==> config.mk <==
export PLATFORM = sky130hd
export DESIGN_NAME = ps2_matrix_flat
export DESIGN_NICKNAME = d
export VERILOG_FILES = /design/src/rtl/ps2_matrix_if.sv /design/src/rtl/ps2_matrix.sv /design/src/flat_wrapper.sv
export SDC_FILE = /design/constraint.sdc
export NUM_CORES = 2
export LEC_CHECK = 0
export CORE_MARGIN = 4
export CORE_UTILIZATION = 40
export DETAILED_ROUTE_END_ITERATION = 8
export PLACE_DENSITY_LB_ADDON = 0.12
export SYNTH_ARGS = -nofsm -noshare
export SYNTH_HDL_FRONTEND = slang
export SYNTH_MEMORY_MAX_BITS = 65536
export SYNTH_SLANG_ARGS = --single-unit
==> constraint.sdc <==
create_clock -name clock -period 12.84 [get_ports clock]
set_input_delay 2.568 -clock clock [delete_from_list [all_inputs] [get_ports clock]]
set_output_delay 2.568 -clock clock [all_outputs]
set_load 0.005 [all_outputs]
==> src/rtl/ps2_matrix_if.sv <==
// Host/line-side bundle for ps2_matrix: PS/2 pins, keymap write port,
// matrix scan port and the decoded key-event stream.
interface ps2_matrix_if #(
  parameter int unsigned ROWS = 8,
  parameter int unsigned COLS = 8
);
  logic            ce;
  logic [1:0]      ps2;
  logic            map_we;
  logic [8:0]      map_addr;
  logic [8:0]      map_data;
  logic            ready;
  logic            clear;
  logic [ROWS-1:0] a;
  logic [COLS-1:0] q;
  logic            key_valid;
  logic [8:0]      key_code;
  logic            key_pressed;
  logic            err;

  modport master (
    output ce, ps2, map_we, map_addr, map_data, clear, a,
    input  ready, q, key_valid, key_code, key_pressed, err
  );

  modport slave (
    input  ce, ps2, map_we, map_addr, map_data, clear, a,
    output ready, q, key_valid, key_code, key_pressed, err
  );
endinterface

==> src/rtl/ps2_matrix.sv <==
// PS/2 keyboard receiver with prefix decoding and a programmable 512-entry
// keymap driving a ROWS x COLS key matrix scanned by an active-high row select.
module ps2_matrix #(
  parameter int unsigned ROWS    = 8,
  parameter int unsigned COLS    = 8,
  parameter int unsigned TIMEOUT = 2000
) (
  input logic         clock,
  input logic         nreset,
  ps2_matrix_if.slave bus
);
  localparam int unsigned TW        = $clog2(TIMEOUT + 1);
  localparam int unsigned MAP_DEPTH = 512;

  typedef enum logic [1:0] {IDLE, DATA, PARITY, STOP} rx_state_t;

  // Post-reset sweep that invalidates every keymap entry
  logic [8:0] sweep_idx;
  logic       ready_q;
  always_ff @(posedge clock or negedge nreset) begin
    if (!nreset) begin
      sweep_idx <= '0;
      ready_q   <= 1'b0;
    end else if (!ready_q) begin
      sweep_idx <= sweep_idx + 9'd1;
      if (sweep_idx == 9'd511) ready_q <= 1'b1;
    end
  end
  assign bus.ready = ready_q;

  logic [8:0] map_mem [MAP_DEPTH];
  always_ff @(posedge clock) begin
    if (!ready_q)        map_mem[sweep_idx]    <= '0;
    else if (bus.map_we) map_mem[bus.map_addr] <= bus.map_data;
  end

  // PS/2 clock glitch filter; tick marks a filtered falling edge
  logic [7:0] clk_sr;
  logic       clk_lvl;
  logic       tick;
  logic       dat;
  always_ff @(posedge clock or negedge nreset) begin
    if (!nreset) begin
      clk_sr  <= '1;
      clk_lvl <= 1'b1;
      tick    <= 1'b0;
      dat     <= 1'b1;
    end else begin
      tick <= 1'b0;
      if (bus.ce) begin
        clk_sr <= {clk_sr[6:0], bus.ps2[0]};
        dat    <= bus.ps2[1];
        if (clk_sr == 8'hFF) begin
          clk_lvl <= 1'b1;
        end else if (clk_sr == 8'h00) begin
          clk_lvl <= 1'b0;
          tick    <= clk_lvl;
        end
      end
    end
  end

  rx_state_t state;
  logic [2:0]    bit_cnt;
  logic [7:0]    shreg;
  logic [TW-1:0] to_cnt;
  logic          byte_ok;
  logic [7:0]    rx_byte;
  logic          frame_err;
  logic          timed_out_c;

  assign timed_out_c = (state != IDLE) && (to_cnt == TW'(TIMEOUT));

  // Frame receiver; a stalled partial frame is abandoned by the timeout
  always_ff @(posedge clock or negedge nreset) begin
    if (!nreset) begin
      state     <= IDLE;
      bit_cnt   <= '0;
      shreg     <= '0;
      to_cnt    <= '0;
      byte_ok   <= 1'b0;
      rx_byte   <= '0;
      frame_err <= 1'b0;
    end else begin
      byte_ok   <= 1'b0;
      frame_err <= 1'b0;
      if (timed_out_c) begin
        state  <= IDLE;
        to_cnt <= '0;
      end else begin
        if (tick || state == IDLE) to_cnt <= '0;
        else if (bus.ce)           to_cnt <= to_cnt + TW'(1);
        if (tick) begin
          case (state)
            IDLE: begin
              if (!dat) begin
                state   <= DATA;
                bit_cnt <= '0;
              end
            end
            DATA: begin
              shreg   <= {dat, shreg[7:1]};
              bit_cnt <= bit_cnt + 3'd1;
              if (bit_cnt == 3'd7) state <= PARITY;
            end
            PARITY: begin
              if (^{shreg, dat}) begin
                state <= STOP;
              end else begin
                frame_err <= 1'b1;
                state     <= IDLE;
              end
            end
            default: begin
              state <= IDLE;
              if (dat) begin
                byte_ok <= 1'b1;
                rx_byte <= shreg;
              end else begin
                frame_err <= 1'b1;
              end
            end
          endcase
        end
      end
    end
  end

  // Prefix handling and event generation
  logic       ext_q;
  logic       rel_q;
  logic       kvalid;
  logic [8:0] kcode;
  logic       kpressed;
  logic       err_q;
  always_ff @(posedge clock or negedge nreset) begin
    if (!nreset) begin
      ext_q    <= 1'b0;
      rel_q    <= 1'b0;
      kvalid   <= 1'b0;
      kcode    <= '0;
      kpressed <= 1'b0;
      err_q    <= 1'b0;
    end else begin
      kvalid <= 1'b0;
      err_q  <= frame_err | timed_out_c;
      if (byte_ok) begin
        if (rx_byte == 8'hF0) begin
          rel_q <= 1'b1;
        end else if (rx_byte == 8'hE0) begin
          ext_q <= 1'b1;
        end else begin
          kvalid   <= 1'b1;
          kcode    <= {ext_q, rx_byte};
          kpressed <= ~rel_q;
          ext_q    <= 1'b0;
          rel_q    <= 1'b0;
        end
      end
    end
  end
  assign bus.key_valid   = kvalid;
  assign bus.key_code    = kcode;
  assign bus.key_pressed = kpressed;
  assign bus.err         = err_q;

  // Asynchronous read gives read-first behaviour against a same-clock write
  logic [8:0] entry_c;
  assign entry_c = map_mem[kcode];

  logic [ROWS-1:0][COLS-1:0] keys;
  always_ff @(posedge clock or negedge nreset) begin
    if (!nreset) begin
      keys <= '0;
    end else if (bus.clear) begin
      keys <= '0;
    end else if (kvalid && entry_c[8]) begin
      for (int unsigned r = 0; r < ROWS; r++)
        for (int unsigned c = 0; c < COLS; c++)
          if (entry_c[7:4] == 4'(r) && entry_c[3:0] == 4'(c)) keys[r][c] <= kpressed;
    end
  end

  logic [COLS-1:0] q_c;
  always_comb begin
    q_c = '0;
    for (int unsigned r = 0; r < ROWS; r++)
      if (bus.a[r]) q_c = q_c | keys[r];
  end
  assign bus.q = q_c;
endmodule
==> src/flat_wrapper.sv <==
// flat-port wrapper written by rule: the top's interface ports become plain ports
module ps2_matrix_flat 
#(
  parameter int unsigned ROWS    = 8,
  parameter int unsigned COLS    = 8,
  parameter int unsigned TIMEOUT = 2000
)
  (clock, nreset, bus_ce, bus_ps2, bus_map_we, bus_map_addr, bus_map_data, bus_clear, bus_a, bus_ready, bus_q, bus_key_valid, bus_key_code, bus_key_pressed, bus_err);
  ps2_matrix_if #(.ROWS(ROWS), .COLS(COLS)) bus_i ();
  input logic clock;
  input logic nreset;
  input wire logic [$bits(bus_i.ce)-1:0] bus_ce;
  input wire logic [$bits(bus_i.ps2)-1:0] bus_ps2;
  input wire logic [$bits(bus_i.map_we)-1:0] bus_map_we;
  input wire logic [$bits(bus_i.map_addr)-1:0] bus_map_addr;
  input wire logic [$bits(bus_i.map_data)-1:0] bus_map_data;
  input wire logic [$bits(bus_i.clear)-1:0] bus_clear;
  input wire logic [$bits(bus_i.a)-1:0] bus_a;
  output wire logic [$bits(bus_i.ready)-1:0] bus_ready;
  output wire logic [$bits(bus_i.q)-1:0] bus_q;
  output wire logic [$bits(bus_i.key_valid)-1:0] bus_key_valid;
  output wire logic [$bits(bus_i.key_code)-1:0] bus_key_code;
  output wire logic [$bits(bus_i.key_pressed)-1:0] bus_key_pressed;
  output wire logic [$bits(bus_i.err)-1:0] bus_err;
  assign bus_i.ce = bus_ce;
  assign bus_i.ps2 = bus_ps2;
  assign bus_i.map_we = bus_map_we;
  assign bus_i.map_addr = bus_map_addr;
  assign bus_i.map_data = bus_map_data;
  assign bus_i.clear = bus_clear;
  assign bus_i.a = bus_a;
  assign bus_ready = bus_i.ready;
  assign bus_q = bus_i.q;
  assign bus_key_valid = bus_i.key_valid;
  assign bus_key_code = bus_i.key_code;
  assign bus_key_pressed = bus_i.key_pressed;
  assign bus_err = bus_i.err;
  ps2_matrix #(.ROWS(ROWS), .COLS(COLS), .TIMEOUT(TIMEOUT)) u_core (.clock(clock), .nreset(nreset), .bus(bus_i));
endmodule
==> run summary <==
synthesized area = 184000 um^2
Synth Register Bits = 4741
Netlist cell types = 64
Critical Path Start Type = register
CP endpoint kind = register
clock slew at reported path FFs = 0.06 ns
global-route layer with the greatest usage = met2
period utilization = 0.551
PostCTS Resize Cnt = 0
Max VDD drop = 0.000140 V
Port Buffer Count = 53
P_sw = 6.24 mW
syn nets = 8135
PwrDens = 151 nW/um^2
CP Data Arrival Time = 7.92 ns
drt first pass iters = 6
Initial DRC Count = 11100
yosys warns = 0
Clock power frac = 0.469
CTS max path bufs = 4
WL per Instance = 36.2 um
hold path cells = 1
sequential cell area = 142000 um^2
met1 GRT Util = 0.328
I/O pin total = 54
Layout Nets = 8406
Root Driver = clkbuf_16
Setup TNS Final = 0 ns
Buf/Inv on CP = 2
hold crit path type = reg2reg
Reg power frac = 0.530
CP max stage cell = dfrtp_4
worst reg2reg path endpoint = u_core.keys[35]
Int Pwr = 25.3 mW
H-tree Lvls = 6
total wire length = 540000 um
Hold Buf Count CTS = 0
DIE WIDTH = 687 um
crit-path most repeated cell = mux4_2
clock skew = 0.0346 ns
multi-input logic area = 40700 um^2
CP max FO = 43
via density per instance = 5.91
HP Start = u_core.frame_err
Rel. slew slack = 0.0479
chip height = 687 um
RSZ-0062 raised after global routing = false
FILL cells = 37800
worst flop-to-flop path startpoint = u_core.bus.key_code[0]
GPL Wtd Cong = 0.823
CP cell instances = buf_4, buf_4, mux4_2, mux4_2, mux4_2, mux4_2, nand2_1, nand2_1, or2_2, nor2_2, nand2_1, mux2i_1
Max-Cap Viols = 0
WP data required = 13.69 ns
sw frac = 0.198
first-pass GRT wire length = 747000 um
post-synthesis sequential area ratio = 0.769
clk sink count = 4741
vias in the first global route = 89000
Total GRT Usage = 0.226
full die area = 471000 um^2
Starting Density = 0.403
met3 usage = 0.0402
layout cell share with drive strength beyond 1 = 0.280
hold_ws = 0.439 ns
postcts setup bufs = 0
largest net degree at the start of global routing = 171
main flop type after synthesis = edfxtp_1
setup violators final = 0
FF-to-FF setup slack = 5.77 ns
final std cells w/o fill = 14900
Row Count = 248
placed cells = 14000
Critical Path Max Stage Delay = 0.96 ns
cells after synthesis = 8096
CTS Buf Count = 519
cell count of the worst reg-to-reg path = 12
Logic pwr share = 0.001
most frequent cells in the layout = edfxtp_1, mux4_2, nor2_1
total gr overflow = 0
CTS tree = built
status = finished clean
async set-reset flop share out of synthesis = 0.0281
Final min period = 7.07 ns
Layout area overhead = 13.6%
dpl hpwl = 321000 um
crit path kind = reg2reg
Post-synth EDFFs = 4608
commonest non-fill, non-tap cell in the layout = edfxtp_1
number of routed nets with antenna violations = 0
largest delay contributor family on the critical path = multiplexers
Final Hold Violating Endpoints = 0
syn_area_per_cell = 22.8 um^2
FMAX = 141 MHz
vias = 88100
cell leakage power = 50.5 nW
CP Depth = 12
core area = 457000 um^2
Hold EP = u_core.bus.err
max-slew violation count = 0
latest clock arrival within the worst-skew pair = 1.05 ns
M2 GR Usage = 0.359
initial antenna violation count = 34
DRC = 0
Tightest Pin Transition = 1.42 ns
## power by group through the flow
stage                     Clock, mW  Combinational, mW  Sequential (mW)
final                          14.8             0.0464             16.7
after global routing           15.7             0.0506             16.7
after CTS                      15.1             0.0470             16.7
after detailed placement          0             0.0470             17.1
after global placement            0             0.0456             17.1
after floorplan                   0             0.0189             17.1
## stage by stage
stage	power (mW)	utilization	area, um^2	setup slack, ns
after floorplan	17.1	-	184000	1.99
after global placement	17.1	0.421	192000	4.53
after detailed placement	17.1	0.421	192000	4.85
after CTS	31.8	0.457	209000	5.70
after global routing	32.5	0.457	209000	5.30
final	31.6	0.457	209000	5.77
## synth_stat cells (all sizes together) (36+ instances only)
| master | n | share of area |
|---|---|---|
| mux2i | 185 | 0.010 |
| a21oi | 37 | 0.0010 |
| edfxtp | 4608 | 0.75 |
| a22oi | 72 | 0.0029 |
| dfrtp | 123 | 0.017 |
| clkbuf | 217 | 0.0044 |
| nand2 | 210 | 0.0043 |
| buf | 254 | 0.0070 |
| nand2b | 68 | 0.0023 |
| nor2 | 574 | 0.012 |
| mux4 | 1420 | 0.17 |
| mux2 | 36 | 0.0022 |
## registers in the layout (all words and copies together) (netlist names), 8 cells and up
signal               flops
u_core.bus.key_code      9
u_core.clk_sr            8
u_core.keys             64
u_core.map_mem        4608
u_core.rx_byte           8
u_core.shreg             8
u_core.sweep_idx         9
u_core.to_cnt           11
## layout make-up
type / instances / area share
Sequential cell: 4741 / 0.677
Multi-Input combinational cell: 2870 / 0.194
Clock buffer: 630 / 0.0652
Tap cell: 6125 / 0.0366
Clock inverter: 309 / 0.0150
Timing Repair Buffer: 221 / 0.0108
Inverter: 14 / 0.000359
Antenna cell: 14 / 0.000167
## cell families (layout without fill, tap and decap cells)
logic type	Yosys count	in the layout	share of synthesized area
muxes	1641	1641	0.186
and+or+nand+nor	992	992	0.0237
DFF	4741	4741	0.769
AOI/OAI and AO/OA	207	207	0.00770
adders and majority gates	6	6	0.000408
xor gates and xnor gates	24	24	0.00114
other	0	14	0
buffers and inverters	485	1174	0.0117
## per-layer routing
metal,routed length [um],vias to the layer above
li1,-,34800
met1,230000,48800
met2,259000,3894
met3,38800,651
met4,12200,4
met5,27,-
## how the worst max path moves through the flow
stage	startpoint	endpoint	slack, ns
3_5_place_dp	bus_map_we	u_core.map_mem[114][6]	4.85
6_report	u_core.bus.key_code[0]	u_core.keys[35]	5.77
3_3_place_gp	bus_map_we	u_core.map_mem[322][3]	4.53
5_1_grt	u_core.bus.key_code[0]	u_core.keys[35]	5.30
2_1_floorplan	bus_map_we	u_core.map_mem[0][0]	1.99
4_1_cts	u_core.bus.key_code[0]	u_core.keys[35]	5.70
No activity file was read; power rests on OpenSTA's default activity.
